--- config.mk ---
export PLATFORM = sky130hd
export DESIGN_NAME = mod_counter
export DESIGN_NICKNAME = d
export VERILOG_FILES = /design/src/rtl/mod_counter_pkg.sv /design/src/rtl/mod_counter_next.sv /design/src/rtl/mod_counter.sv
export SDC_FILE = /design/constraint.sdc
export NUM_CORES = 1
export LEC_CHECK = 0
export CELL_PAD_IN_SITES_DETAIL_PLACEMENT = 2
export CELL_PAD_IN_SITES_GLOBAL_PLACEMENT = 2
export CORE_MARGIN = 2
export CORE_UTILIZATION = 28
export DETAILED_ROUTE_END_ITERATION = 10
export PLACE_DENSITY = 0.76
export SETUP_SLACK_MARGIN = 0.15
export SYNTH_ARGS = -nofsm -noshare
export SYNTH_HDL_FRONTEND = slang
export SYNTH_HIERARCHICAL = 1
export SYNTH_SLANG_ARGS = --single-unit
--- constraint.sdc ---
create_clock -name clock -period 4 [get_ports clock]
set_input_delay 0.4 -clock clock [delete_from_list [all_inputs] [get_ports clock]]
set_output_delay 0.4 -clock clock [all_outputs]
set_load 0.01 [all_outputs]
--- src/rtl/mod_counter_pkg.sv ---
// -----------------------------------------------------------------------------
// mod_counter_pkg
// Shared encodings for the programmable modulo counter used on the UART timing
// path (baud, bit and sample counting).
//   MODE_*   : 2-bit counting mode. 2'b11 is reserved and behaves like WRAP.
//   os_state_e : one-shot controller states (IDLE / RUN).
//   DIR_*    : up_down encoding.
// -----------------------------------------------------------------------------
package mod_counter_pkg;

   localparam logic [1:0] MODE_WRAP    = 2'b00;
   localparam logic [1:0] MODE_SAT     = 2'b01;
   localparam logic [1:0] MODE_ONESHOT = 2'b10;

   localparam logic DIR_UP   = 1'b1;
   localparam logic DIR_DOWN = 1'b0;

   typedef enum logic {
      OS_IDLE = 1'b0,
      OS_RUN  = 1'b1
   } os_state_e;

endpackage : mod_counter_pkg

--- src/rtl/mod_counter_next.sv ---
// -----------------------------------------------------------------------------
// mod_counter_next
// Combinational step calculator for mod_counter. Given the current count, the
// range top, the direction and the mode it returns the value one enabled step
// would produce, whether that step actually moves the counter, and whether the
// result lands on the terminal value (limit when counting up, 0 when down).
// Ports:
//   count_i         in  WIDTH  current registered count
//   limit_i         in  WIDTH  top of the range [0, limit]
//   up_down_i       in  1      1 = up, 0 = down
//   mode_i          in  2      counting mode (see mod_counter_pkg)
//   next_count_o    out WIDTH  count after one step
//   hits_terminal_o out 1      step is taken and next_count equals terminal
//   can_step_o      out 1      0 when a saturating/one-shot counter is pinned
// -----------------------------------------------------------------------------
module mod_counter_next
   import mod_counter_pkg::*;
#(
   parameter int unsigned WIDTH = 16
) (
   input  logic [WIDTH-1:0] count_i,
   input  logic [WIDTH-1:0] limit_i,
   input  logic             up_down_i,
   input  logic [1:0]       mode_i,
   output logic [WIDTH-1:0] next_count_o,
   output logic             hits_terminal_o,
   output logic             can_step_o
);

   logic             wrap_mode;
   logic [WIDTH-1:0] terminal;

   // Reserved encoding 2'b11 falls through to WRAP; one-shot runs use the
   // saturating arithmetic so a finished run never rolls past its terminal.
   assign wrap_mode = (mode_i != MODE_SAT) && (mode_i != MODE_ONESHOT);
   assign terminal  = (up_down_i == DIR_UP) ? limit_i : '0;

   always_comb begin
      next_count_o = count_i;
      can_step_o   = 1'b1;

      if (up_down_i == DIR_UP) begin
         if (count_i >= limit_i) begin
            if (wrap_mode) begin
               next_count_o = '0;
            end else begin
               // Pinned at the top. If limit was lowered below the count,
               // pull the count back into range without calling it a step.
               next_count_o = limit_i;
               can_step_o   = 1'b0;
            end
         end else begin
            next_count_o = count_i + WIDTH'(1);
         end
      end else begin
         if (count_i == '0) begin
            if (wrap_mode) begin
               next_count_o = limit_i;
            end else begin
               can_step_o = 1'b0;
            end
         end else if (count_i > limit_i) begin
            // Limit was lowered under the count: re-enter the range at its top.
            next_count_o = limit_i;
         end else begin
            next_count_o = count_i - WIDTH'(1);
         end
      end
   end

   assign hits_terminal_o = can_step_o && (next_count_o == terminal);

endmodule : mod_counter_next

--- src/rtl/mod_counter.sv ---
// -----------------------------------------------------------------------------
// mod_counter
// Programmable modulo counter with WRAP, SATURATE and ONE_SHOT modes, parallel
// load, and a registered terminal pulse plus one-shot busy/done handshake so
// bit-period and frame-length timers need no external compare logic.
// Per-cycle priority: reset > clear > load > start > enabled step > hold.
// All outputs are registered (an event at edge N is visible after edge N).
// Ports:
//   clock       in  1      rising-edge clock
//   reset       in  1      synchronous, active-high
//   enable      in  1      one step per cycle when high
//   clear       in  1      count <= 0, one-shot -> IDLE
//   load        in  1      count <= min(load_value, limit), FSM unchanged
//   load_value  in  WIDTH  parallel load value
//   limit       in  WIDTH  top of range; terminal = limit (up) / 0 (down)
//   up_down     in  1      1 = up, 0 = down
//   mode        in  2      00 WRAP, 01 SATURATE, 10 ONE_SHOT, 11 = WRAP
//   start       in  1      arms / restarts the one-shot (ONE_SHOT mode only)
//   count_out   out WIDTH  registered count
//   tc_pulse    out 1      1-cycle pulse: an enabled step landed on terminal
//   busy        out 1      one-shot running
//   done        out 1      1-cycle pulse: one-shot reached terminal
//   dbg_state   out 1      one-shot controller state, for observation only
// -----------------------------------------------------------------------------
module mod_counter
   import mod_counter_pkg::*;
#(
   parameter int unsigned     WIDTH       = 16,
   parameter logic [WIDTH-1:0] RESET_VALUE = '0
) (
   input  logic             clock,
   input  logic             reset,
   input  logic             enable,
   input  logic             clear,
   input  logic             load,
   input  logic [WIDTH-1:0] load_value,
   input  logic [WIDTH-1:0] limit,
   input  logic             up_down,
   input  logic [1:0]       mode,
   input  logic             start,
   output logic [WIDTH-1:0] count_out,
   output logic             tc_pulse,
   output logic             busy,
   output logic             done,
   output os_state_e        dbg_state
);

   os_state_e        state_q, state_d;
   logic [WIDTH-1:0] count_q, count_d;
   logic             tc_q, tc_d;
   logic             busy_q, busy_d;
   logic             done_q, done_d;

   logic [WIDTH-1:0] step_count;
   logic             step_hits;
   logic             step_ok;
   logic             oneshot_mode;

   assign oneshot_mode = (mode == MODE_ONESHOT);

   mod_counter_next #(
      .WIDTH (WIDTH)
   ) u_next (
      .count_i         (count_q),
      .limit_i         (limit),
      .up_down_i       (up_down),
      .mode_i          (mode),
      .next_count_o    (step_count),
      .hits_terminal_o (step_hits),
      .can_step_o      (step_ok)
   );

   always_comb begin
      state_d = state_q;
      count_d = count_q;
      tc_d    = 1'b0;
      done_d  = 1'b0;

      if (clear) begin
         count_d = '0;
         state_d = OS_IDLE;
      end else begin
         // Leaving ONE_SHOT mode abandons a run silently (no done).
         if (!oneshot_mode) begin
            state_d = OS_IDLE;
         end

         if (load) begin
            count_d = (load_value > limit) ? limit : load_value;
         end else if (start && oneshot_mode) begin
            // Arm or restart: reload the start value, no step this cycle.
            count_d = (up_down == DIR_UP) ? '0 : limit;
            state_d = OS_RUN;
         end else if (enable) begin
            if (oneshot_mode) begin
               if (state_q == OS_RUN) begin
                  if (step_ok) begin
                     count_d = step_count;
                     tc_d    = step_hits;
                     if (step_hits) begin
                        state_d = OS_IDLE;
                        done_d  = 1'b1;
                     end
                  end else begin
                     // Count was already parked on terminal (e.g. loaded
                     // there mid-run): the run is over, but no step happened.
                     state_d = OS_IDLE;
                     done_d  = 1'b1;
                  end
               end
            end else if (step_ok) begin
               count_d = step_count;
               tc_d    = step_hits;
            end
         end
      end

      busy_d = (state_d == OS_RUN);
   end

   always_ff @(posedge clock) begin
      if (reset) begin
         state_q <= OS_IDLE;
         count_q <= RESET_VALUE;
         tc_q    <= 1'b0;
         busy_q  <= 1'b0;
         done_q  <= 1'b0;
      end else begin
         state_q <= state_d;
         count_q <= count_d;
         tc_q    <= tc_d;
         busy_q  <= busy_d;
         done_q  <= done_d;
      end
   end

   assign count_out = count_q;
   assign tc_pulse  = tc_q;
   assign busy      = busy_q;
   assign done      = done_q;
   assign dbg_state = state_q;

endmodule : mod_counter

==> results of run 1 <==
## final timing paths
| path | from | to | slack, ns | cells after the start |
|---|---|---|---|---|
| setup / recovery | count_out[13] | busy | -0.06 | 15 |
| hold / removal | busy | done | 0.61 | 1 |
| setup reg to reg | count_out[13] | busy | -0.06 | 15 |
| hold reg to reg | busy | done | 0.61 | 1 |
## flip-flops by register name, summed over array words and instances (netlist names)
register and cells:
count_out 16, tc_pulse 1, busy 1, done 1
## through the flow
step | setup TNS, ns | util [%] | std cells | worst slack [ns] | cell area [sq um]
floorplan | 0 | - | 623 | 0.171 | 4270
global placement | -5.70 | 39.3 | 951 | -0.613 | 5910
detailed placement | -7.30 | 39.3 | 951 | -0.755 | 5910
CTS | 0 | 41.6 | 965 | 0.0608 | 6250
global route | -0.411 | 42.5 | 974 | -0.154 | 6390
finish | -0.134 | 42.5 | 974 | -0.0634 | 6390
## power groups by stage
stage          registers, mW  clock network, mW  logic [mW]
2_1_floorplan          0.228                  0       0.471
3_3_place_gp           0.218                  0       0.944
3_5_place_dp           0.219                  0       0.975
4_1_cts                0.220              0.229        1.01
5_1_grt                0.224              0.235        1.15
6_report               0.224              0.235        1.09
## cell usage in the layout, fill, tap and decap left out, drive strengths merged, types with 10 or more instances in the layout
| cell | count |
|---|---|
| buf | 155 |
| nand4 | 17 |
| nor2 | 32 |
| clkdlybuf4s50 | 47 |
| a21oi | 33 |
| a31oi | 13 |
| o311ai | 10 |
| a311o | 16 |
| nor4 | 11 |
| nand3b | 18 |
| inv | 55 |
| xor2 | 15 |
| nor3 | 20 |
| ha | 35 |
| xnor2 | 11 |
| nand2 | 74 |
| or4 | 22 |
| a221oi | 11 |
| o21ai | 24 |
| dfxtp | 19 |
| nand3 | 30 |
## final cells by class
class / instances / area (sq um) / share of cell area, %
clock buffers: 4 / 78.8 / 1.23
inverters: 55 / 206 / 3.23
multi-input cells: 497 / 3750 / 58.7
flip-flops and latches: 19 / 388 / 6.07
well taps: 188 / 235 / 3.68
repair buffers: 211 / 1740 / 27.1
## timing repair
| item | 4_1_cts | 5_1_grt |
|---|---|---|
| hold endpoints to repair | 0 | 0 |
| buffers inserted | 10 | 8 |
| pin swaps | 22 | 13 |
| endpoints found under the setup margin | 19 | 14 |
| resized for setup | 71 | 16 |
## metal layers
layer / GRT usage (%) / vias up
met2: 56.8 / 252
met1: 40.9 / 3127
met3: 2.93 / 73
met4: 11.4 / 0
li1: - / 2699
met5: 0 / -
## kinds of logic (layout without fill, tap and decap cells)
family / after synthesis / in the layout / share of synthesized area [%]
mux: 6 / 6 / 1.46
xor+xnor: 26 / 26 / 5.33
simple gates: 251 / 251 / 32.1
flops: 19 / 19 / 8.91
buf+inv: 107 / 270 / 10.0
compound gates: 179 / 179 / 32.0
fa+ha+maj: 35 / 35 / 10.3
==> out/qor.csv, run 1 <==
metric;value;unit
status;complete, but fails checks;
failing checks;negative setup slack;
syn nets;699;
net switching component of the power;736;uW
sequential cell fraction of total power;14.5;%
metal2 WL;13.6;mm
Int Pwr;811;uW
post-synthesis cell area;4270;sq um
min-delay worst type;flop to flop;
minimum clock period after layout;4.06;ns
maximum number of pins on one net before global-route repair;49;
flip-flop and latch count after synthesis;19;
fmax;246;MHz
Setup violations, final;3;
nature of the critical path startpoint;flop;
DP Wirelength;19.9;mm
Chip Width;127;um
CTS tree;done;
cell type with the highest aggregate area in the netlist;sky130_fd_sc_hd__ha_1;
via count of the first global-routing pass;6461;
class of the most critical setup path;flop to flop;
normalized max-slew margin;0.350;%
Synth Flop Type;sky130_fd_sc_hd__dfxtp_1;
sink count of the clock tree;19;
IR drop worst, VDD;0.137;mV
Total Wirelength;27.7;mm
number of I/O pins;61;
critical path endpoint category;flop;
library cell contributing the largest single delay on the critical path;sky130_fd_sc_hd__nor3_1;
antenna diode count;0;
clock latency on the worst-skew pair;0.27;ns
Required @ worst endpoint;4.16;ns
PD cells;242;nW/um^2
share of total power in the clock network;15.2;%
highest fanout seen on the critical path;7;
Hold-fix buffers, CTS;0;
Initial Util;28.4;%
row cnt;45;
count of input and output buffers;60;
share of cells above drive strength 1;28.8;%
core area;15000;sq um
Yosys Warn Count;6;
largest delay contributor family on the critical path;compound AO/OA/AOI/OAI gates;
routed length on met3;1.45;mm
transition time at the pin with the least slew margin;1.49;ns
worst path buffer plus inverter count;2;
number of pins exceeding their max-slew limit in the final report;0;
remaining global-route overflow;0;
met1 wire length;11.6;mm
Die Span Y;127;um
1st-pass router iterations;5;
clock buffer count from CTS;3;
leak pwr;2.65;nW
post-route clock period utilization;102;%
H-tree depth reported by CTS;1;
clock buffer depth;2;
max-cap check violation count;0;
number of distinct library cells after synthesis;80;
Global Route Usage Sum;32.2;%
remaining design rule violation count;0;
worst-case clock skew;0.00781;ns
number of nets in the layout;863;
unrepaired setup endpoints after global routing;true;
asr flop ratio synth;0;%
Die ar.;16300;sq um
area share of the largest cell type after synthesis;10.3;%
RD Place Congestion;0.947;
cell types with the largest area share after synthesis;sky130_fd_sc_hd__ha_1 (10%), sky130_fd_sc_hd__dfxtp_1 (8.9%), sky130_fd_sc_hd__nand2_1 (6.5%);
total design power;1.55;mW
post-synthesis area per instance;6.85;sq um
net switching share of the total power;47.6;%
cell chain of the critical path;ha_4 -> nand4_1 -> buf_4 -> nor3_1 -> or4_4 -> o31a_1 -> a21o_1 -> buf_6 -> a221o_1 -> nand4_1 -> or4_4 -> a2111oi_4 -> o211ai_1 -> a22oi_1 -> nor2_1;
Comb pwr share;70.4;%
CTS root buf;sky130_fd_sc_hd__clkbuf_16;
top cell types by occurrence after synthesis;sky130_fd_sc_hd__nand2_1 (74), sky130_fd_sc_hd__inv_1 (55), sky130_fd_sc_hd__clkbuf_1 (37), sky130_fd_sc_hd__ha_1 (35), sky130_fd_sc_hd__a21oi_1 (33);
per-cell routed wire length;28.5;um
antenna violations before repair;0;
post-CTS clock slew at the launch and capture registers of the worst setup and hold paths;0.07;ns
Worst Hold Slack;0.608;ns
Fill cells;1713;
post-route ant nets;0;
Final Worst Setup Slack;-0.0634;ns
via/cell ratio;6.32;
largest stage delay on the critical path;0.48;ns
total number of vias;6151;
final number of hold-violating endpoints;0;
wire length of the first global-routing pass;39.7;mm
area added between synthesis and finish;49.8;%
most common cell in the netlist;sky130_fd_sc_hd__nand2_1;
sequential area share after synthesis;8.91;%
1st-iter DRT viols;502;
synthesized instance count;623;
number of flops mapped to enable cells by yosys;0;
arrival time worst endpoint;4.22;ns
highest routed layer;met4;
(Power assumes the default switching activity.)
==> run 2, diff against run 1 <==
CTS_BUF_LIST = sky130_fd_sc_hd__clkbuf_4 sky130_fd_sc_hd__clkbuf_8 sky130_fd_sc_hd__clkbuf_16   (was not set)
clock period = 3.5 ns   (was 4 ns; I/O delays follow)
==> run 2 against run 1 <==
Compared with the run above: maximum frequency decreased by 7.1%; critical path depth increased by 3; sequential cell count unchanged; final cell count increased by 4.2%; utilization increased by 4.2 points; the run still ends with negative setup slack left; clock skew decreased by 0.0051 ns; via count increased by 9.9%; register-to-register slack got worse by 0.81 ns; design area increased by 9.9%.
==> out/qor.csv, run 2 (synthesis gave the netlist of run 1 again) <==
metric;value;unit;change
status;complete, but fails checks;;unchanged
failing checks;negative setup slack;;unchanged
IR drop worst, VDD;0.195;mV;was 0.137 mV
placed instance count;969;;was 951
post-route insts no fill;1015;;was 974
Comb pwr share;74.4;%;was 70.4%
post-CTS clock slew at the launch and capture registers of the worst setup and hold paths;0.07;ns;about the same
startpoint of the worst hold path;busy;;unchanged
wire length of the first global-routing pass;46.9;mm;was 39.7 mm
Initial Util;28.4;%;unchanged
Crit. Startpoint;count_out[14];;was count_out[13]
fmax;229;MHz;was 246 MHz
maximum number of pins on one net before global-route repair;49;;unchanged
1st-iter DRT viols;670;;was 502
Worst Hold Slack;0.615;ns;was 0.608 ns
Hold-fix buffers, CTS;0;;unchanged
sink count of the clock tree;19;;unchanged
flip-flop count of the largest register after layout;16;;unchanged
remaining global-route overflow;0;;unchanged
critical path endpoint category;flop;;unchanged
Total Wirelength;32.8;mm;was 27.7 mm
minimum clock period after layout;4.38;ns;was 4.06 ns
share of cells above drive strength 1;36.7;%;was 28.8%
post-route clock period utilization;125;%;was 102%
final number of hold-violating endpoints;0;;unchanged
beginning of the worst register-to-register path;count_out[14];;was count_out[13]
largest delay contributor family on the critical path;compound AO/OA/AOI/OAI gates;;unchanged
1st-pass router iterations;7;;was 5
sequential cell fraction of total power;12.2;%;was 14.5%
remaining design rule violation count;0;;unchanged
area added between synthesis and finish;64.5;%;was 49.8%
per-cell routed wire length;32.4;um;was 28.5 um
total number of vias;6759;;was 6151
Chip Width;127;um;unchanged
post-route ant nets;0;;unchanged
normalized max-slew margin;9.65;%;was 0.350%
core area;15000;sq um;unchanged
number of pins exceeding their max-slew limit in the final report;0;;unchanged
most frequent cells in the layout;sky130_fd_sc_hd__buf_4 (171), sky130_fd_sc_hd__nand2_1 (71), sky130_fd_sc_hd__clkdlybuf4s50_1 (44);;was sky130_fd_sc_hd__buf_4 (145), sky130_fd_sc_hd__nand2_1 (73), sky130_fd_sc_hd__clkdlybuf4s50_1 (47)
class of the most critical setup path;flop to flop;;unchanged
arrival time worst endpoint;4.51;ns;was 4.22 ns
transition time at the pin with the least slew margin;1.36;ns;was 1.49 ns
Required @ worst endpoint;3.63;ns;was 4.16 ns
net switching share of the total power;48.8;%;was 47.6%
Setup TNS Final;-8.25;ns;was -0.134 ns
Die ar.;16300;sq um;unchanged
total design power;2.08;mW;was 1.55 mW
max-cap check violation count;0;;unchanged
count of input and output buffers;60;;unchanged
worst path buffer plus inverter count;6;;was 2
largest stage delay on the critical path;0.59;ns;was 0.48 ns
min-delay worst type;flop to flop;;unchanged
antenna violations before repair;1;;was 0
library cell contributing the largest single delay on the critical path;sky130_fd_sc_hd__o311ai_0;;was sky130_fd_sc_hd__nor3_1
CTS tree;done;;unchanged
dominant cell type by count on the critical path;sky130_fd_sc_hd__buf_4;;
DP Wirelength;20.8;mm;was 19.9 mm
number of I/O pins;61;;unchanged
clock buffer count from CTS;3;;unchanged
row cnt;45;;unchanged
nature of the critical path startpoint;flop;;unchanged
number of nets in the layout;903;;was 863
net switching component of the power;1.01;mW;was 736 uW
Setup violations, final;19;;was 3
RD Place Congestion;0.958;;was 0.947
H-tree depth reported by CTS;1;;unchanged
worst-case clock skew;0.00275;ns;was 0.00781 ns
unrepaired setup endpoints after global routing;true;;unchanged
cell chain of the critical path;ha_4 -> nand4_1 -> buf_4 -> nor3_2 -> or4_4 -> buf_6 -> o31ai_4 -> buf_4 -> buf_12 -> nor3_1 -> a211oi_1 -> buf_4 -> buf_4 -> nand2_1 -> o311ai_0 -> a221oi_1 -> a31oi_1 -> nand3_1;;was ha_4 -> nand4_1 -> buf_4 -> nor3_1 -> or4_4 -> o31a_1 -> a21o_1 -> buf_6 -> a221o_1 -> nand4_1 -> or4_4 -> a2111oi_4 -> o211ai_1 -> a22oi_1 -> nor2_1
clock buffer depth;2;;unchanged
share of total power in the clock network;13.4;%;was 15.2%
most common cell after layout, fill and taps aside;sky130_fd_sc_hd__buf_4;;unchanged
highest fanout seen on the critical path;10;;was 7
PD cells;296;nW/um^2;was 242 nW/um^2
Int Pwr;1.06;mW;was 811 uW
clock latency on the worst-skew pair;0.27;ns;about the same
leak pwr;2.92;nW;was 2.65 nW
via count of the first global-routing pass;7233;;was 6461
CTS root buf;sky130_fd_sc_hd__clkbuf_16;;unchanged
via/cell ratio;6.66;;was 6.32
Global Route Usage Sum;38.3;%;was 32.2%
Final Worst Setup Slack;-0.876;ns;was -0.0634 ns
Die Span Y;127;um;unchanged
run 2: cell types whose count changed in the layout (fill, tap and decap cells not counted), sizes merged:
cell,before,now
buf,155,193
clkdlybuf4s50,47,44
dlygate4sd2,8,11
clkdlybuf4s15,1,3
diode,0,1
run 2: final cells by class:
type,count,area (sq um)
fillers,1668,8010
multi-input cells,497,3980
repair buffers,251,2120
flip-flops and latches,19,392
well taps,188,235
inverters,55,209
clock buffers,4,82.6
diodes,1,2.50
run 2: final timing paths:
check / end / slack (ns) / cells past startpoint
worst max-delay path: count_out[4] / -0.88 / 18
worst max register to register: count_out[4] / -0.88 / 18
worst min-delay path: done / 0.62 / 1
worst min register to register: done / 0.62 / 1
run 2: routing by layer:
| metal | share of wire [%] | track usage (%) |
|---|---|---|
| met1 | 39 | 46.1 |
| met5 | 0 | 0 |
| met4 | 6.7 | 18.3 |
| met3 | 6.6 | 5.15 |
| met2 | 48 | 67.0 |
run 2: what timing repair did:
item | CTS | global route
resized for setup | 107 | 29
pin swaps | 42 | 29
endpoints found under the setup margin | 19 | 19
setup buffers | 35 | 6
run 2: power groups by stage:
stage | registers [mW] | logic, mW | clock network, mW
floorplan | 0.264 | 0.550 | 0
global placement | 0.250 | 1.14 | 0
detailed placement | 0.251 | 1.18 | 0
CTS | 0.250 | 1.34 | 0.257
global route | 0.254 | 1.59 | 0.281
finish | 0.254 | 1.55 | 0.278
run 2: per-stage QoR:
stage               utilization [%]  area, sq um  setup slack, ns
floorplan                         -         4360         0.000405
global placement               41.0         6160           -0.919
detailed placement             41.0         6160            -1.12
CTS                            45.5         6840           -0.407
global route                   46.7         7020           -0.868
finish                         46.7         7030           -0.876
==> run 3, diff against run 2 <==
SETUP_SLACK_MARGIN = not set   (was 0.15)
==> run 3 against run 2 <==
Compared with the run above: the flow still finishes with violations (negative setup slack); maximum frequency increased by 3.5%; critical path depth decreased by 4; setup slack improved by 0.15 ns; worst hold slack got worse by 0.029 ns; routed wire length decreased by 6.4%; sequential share of layout area increased by 0.19 points; first-iteration DRC count decreased by 27%; clock-buffer cell count unchanged; largest cell class unchanged; clock power increased by 3%.
==> out/qor.csv, run 3 (synthesis gave the netlist of run 1 again) <==
metric;value;unit;change
maximum number of pins on one net before global-route repair;49;;unchanged
number of I/O pins;61;;unchanged
H-tree depth reported by CTS;1;;unchanged
total design power;1.98;mW;was 2.08 mW
class of the most critical setup path;flop to flop;;unchanged
most frequent cells in the layout;sky130_fd_sc_hd__buf_4 (170), sky130_fd_sc_hd__nand2_1 (68), sky130_fd_sc_hd__clkdlybuf4s50_1 (44);;was sky130_fd_sc_hd__buf_4 (171), sky130_fd_sc_hd__nand2_1 (71), sky130_fd_sc_hd__clkdlybuf4s50_1 (44)
share of cells above drive strength 1;35.8;%;was 36.7%
RD Place Congestion;0.952;;was 0.958
sink count of the clock tree;19;;unchanged
unrepaired setup endpoints after global routing;true;;unchanged
nature of the critical path startpoint;flop;;unchanged
routing usage on met1;40.2;%;was 46.1%
area added between synthesis and finish;61.2;%;was 64.5%
remaining design rule violation count;0;;unchanged
normalized max-slew margin;17.1;%;was 9.65%
flip-flop count of the largest register after layout;16;;unchanged
remaining global-route overflow;0;;unchanged
worst-case clock skew;0.0136;ns;was 0.00275 ns
min-delay worst type;flop to flop;;unchanged
status;complete, but fails checks;;unchanged
Chip Width;127;um;unchanged
Final Instance Area;6880;sq um;was 7030 sq um
clock latency on the worst-skew pair;0.28;ns;was 0.27 ns
wire length of the first global-routing pass;41.3;mm;was 46.9 mm
critical path endpoint category;flop;;unchanged
row cnt;45;;unchanged
Initial Util;28.4;%;unchanged
beginning of the worst register-to-register path;count_out[0];;was count_out[14]
via count of the first global-routing pass;6849;;was 7233
Setup violations, final;19;;unchanged
PD cells;288;nW/um^2;was 296 nW/um^2
transition time at the pin with the least slew margin;1.24;ns;was 1.36 ns
met3 track demand over resource;3.94;%;was 5.15%
FF-to-FF setup slack;-0.73;ns;was -0.88 ns
busiest metal layer after global routing;met2;;unchanged
post-route ant nets;0;;unchanged
cell count of the worst hold path;1;;unchanged
1st-pass router iterations;5;;was 7
leak pwr;2.89;nW;was 2.92 nW
CTS root buf;sky130_fd_sc_hd__clkbuf_16;;unchanged
failing checks;negative setup slack;;unchanged
Fill cells;1690;;was 1668
Total Wirelength;30.7;mm;was 32.8 mm
Global Route Usage Sum;33.5;%;was 38.3%
core area;15000;sq um;unchanged
post-route insts no fill;1006;;was 1015
length in cells of the worst reg-to-reg path;14;;was 18
per-cell routed wire length;30.6;um;was 32.4 um
Worst Hold Slack;0.587;ns;was 0.615 ns
total number of vias;6468;;was 6759
Required @ worst endpoint;3.67;ns;was 3.63 ns
most common cell after layout, fill and taps aside;sky130_fd_sc_hd__buf_4;;unchanged
arrival time worst endpoint;4.40;ns;was 4.51 ns
Final Worst Setup Slack;-0.726;ns;was -0.876 ns
1st-iter DRT viols;491;;was 670
DP Wirelength;21.4;mm;was 20.8 mm
CTS tree;done;;unchanged
antenna diode count;0;;was 1
clock buffer count from CTS;3;;unchanged
Die Span Y;127;um;unchanged
antenna violations before repair;0;;was 1
clock buffer depth;2;;unchanged
number of pins exceeding their max-slew limit in the final report;0;;unchanged
minimum clock period after layout;4.23;ns;was 4.38 ns
startpoint of the worst hold path;busy;;unchanged
Hold EP;done;;unchanged
final number of hold-violating endpoints;0;;unchanged
Die ar.;16300;sq um;unchanged
via/cell ratio;6.43;;was 6.66
IR drop worst, VDD;0.192;mV;was 0.195 mV
placed instance count;982;;was 969
end of the worst register-to-register path;busy;;was count_out[4]
Hold-fix buffers, CTS;0;;unchanged
number of nets in the layout;895;;was 903
final core utilization;45.8;%;was 46.7%
max-cap check violation count;0;;unchanged
count of input and output buffers;60;;unchanged
post-CTS clock slew at the launch and capture registers of the worst setup and hold paths;0.07;ns;about the same
fmax;237;MHz;was 229 MHz
highest fanout seen on the critical path;6;;was 10
post-place instance area;6210;sq um;was 6160 sq um
post-route clock period utilization;121;%;was 125%
met2 track demand over resource;60.7;%;was 67.0%
[run 3: final cells by class]
cell class	instances	area, sq um	share of cell area (%)
flip-flops and latches	19	397	5.76
repair buffers	243	2030	29.6
inverters	55	206	3.00
multi-input cells	497	3930	57.1
well taps	188	235	3.42
clock buffers	4	82.6	1.20
[run 3: routing by layer]
| metal | up-vias | part of all wire (%) |
|---|---|---|
| met1 | 3272 | 39 |
| met3 | 113 | 5.7 |
| met2 | 316 | 50 |
| li1 | 2767 | - |
| met5 | - | 0 |
| met4 | 0 | 4.9 |
[run 3: worst max-delay path by stage]
stage                        from    to  slack (ns)  depth (start not counted)
global placement        limit[15]  done       -1.16                         15
global route         count_out[0]  busy       -0.73                         14
floorplan               limit[14]  done       -0.05                         14
CTS                 count_out[13]  busy       -0.58                         13
finish               count_out[0]  busy       -0.73                         14
detailed placement      limit[15]  done       -1.23                         15
[run 3: power by group]
part           leakage [nW]  total, mW  switching [mW]  internal [mW]
clock                0.0416      0.285           0.120          0.164
sequential            0.159      0.255          0.0229          0.232
combinational          2.69       1.44           0.804          0.638
[run 3: worst max-delay path: stages, from the launching register on]
cell	delay, ns
sky130_fd_sc_hd__dfxtp_2	0.37
sky130_fd_sc_hd__inv_1	0.14
sky130_fd_sc_hd__ha_1	0.37
sky130_fd_sc_hd__nand4_1	0.27
sky130_fd_sc_hd__or4_4	0.61
sky130_fd_sc_hd__o31a_1	0.16
sky130_fd_sc_hd__buf_6	0.16
sky130_fd_sc_hd__a21o_4	0.24
sky130_fd_sc_hd__buf_6	0.12
sky130_fd_sc_hd__a221o_1	0.41
sky130_fd_sc_hd__a221o_1	0.38
sky130_fd_sc_hd__a2111oi_4	0.35
sky130_fd_sc_hd__o211ai_1	0.22
sky130_fd_sc_hd__a22oi_1	0.25
sky130_fd_sc_hd__nor2_1	0.07
[run 3: repair_timing]
item / 4_1_cts / 5_1_grt
endpoints found under the hold margin: 0 / 0
resized for setup: 77 / 58
setup buffers: 9 / 13
pin swaps: 34 / 41
endpoints found under the setup margin: 19 / 19
[run 3: through the flow]
| step | setup WS [ns] | TNS [ns] |
|---|---|---|
| after floorplan | -0.0483 | -0.0483 |
| after global placement | -1.16 | -13.45 |
| after detailed placement | -1.23 | -15.21 |
| after CTS | -0.582 | -3.19 |
| after global routing | -0.734 | -7.96 |
| final | -0.726 | -7.46 |
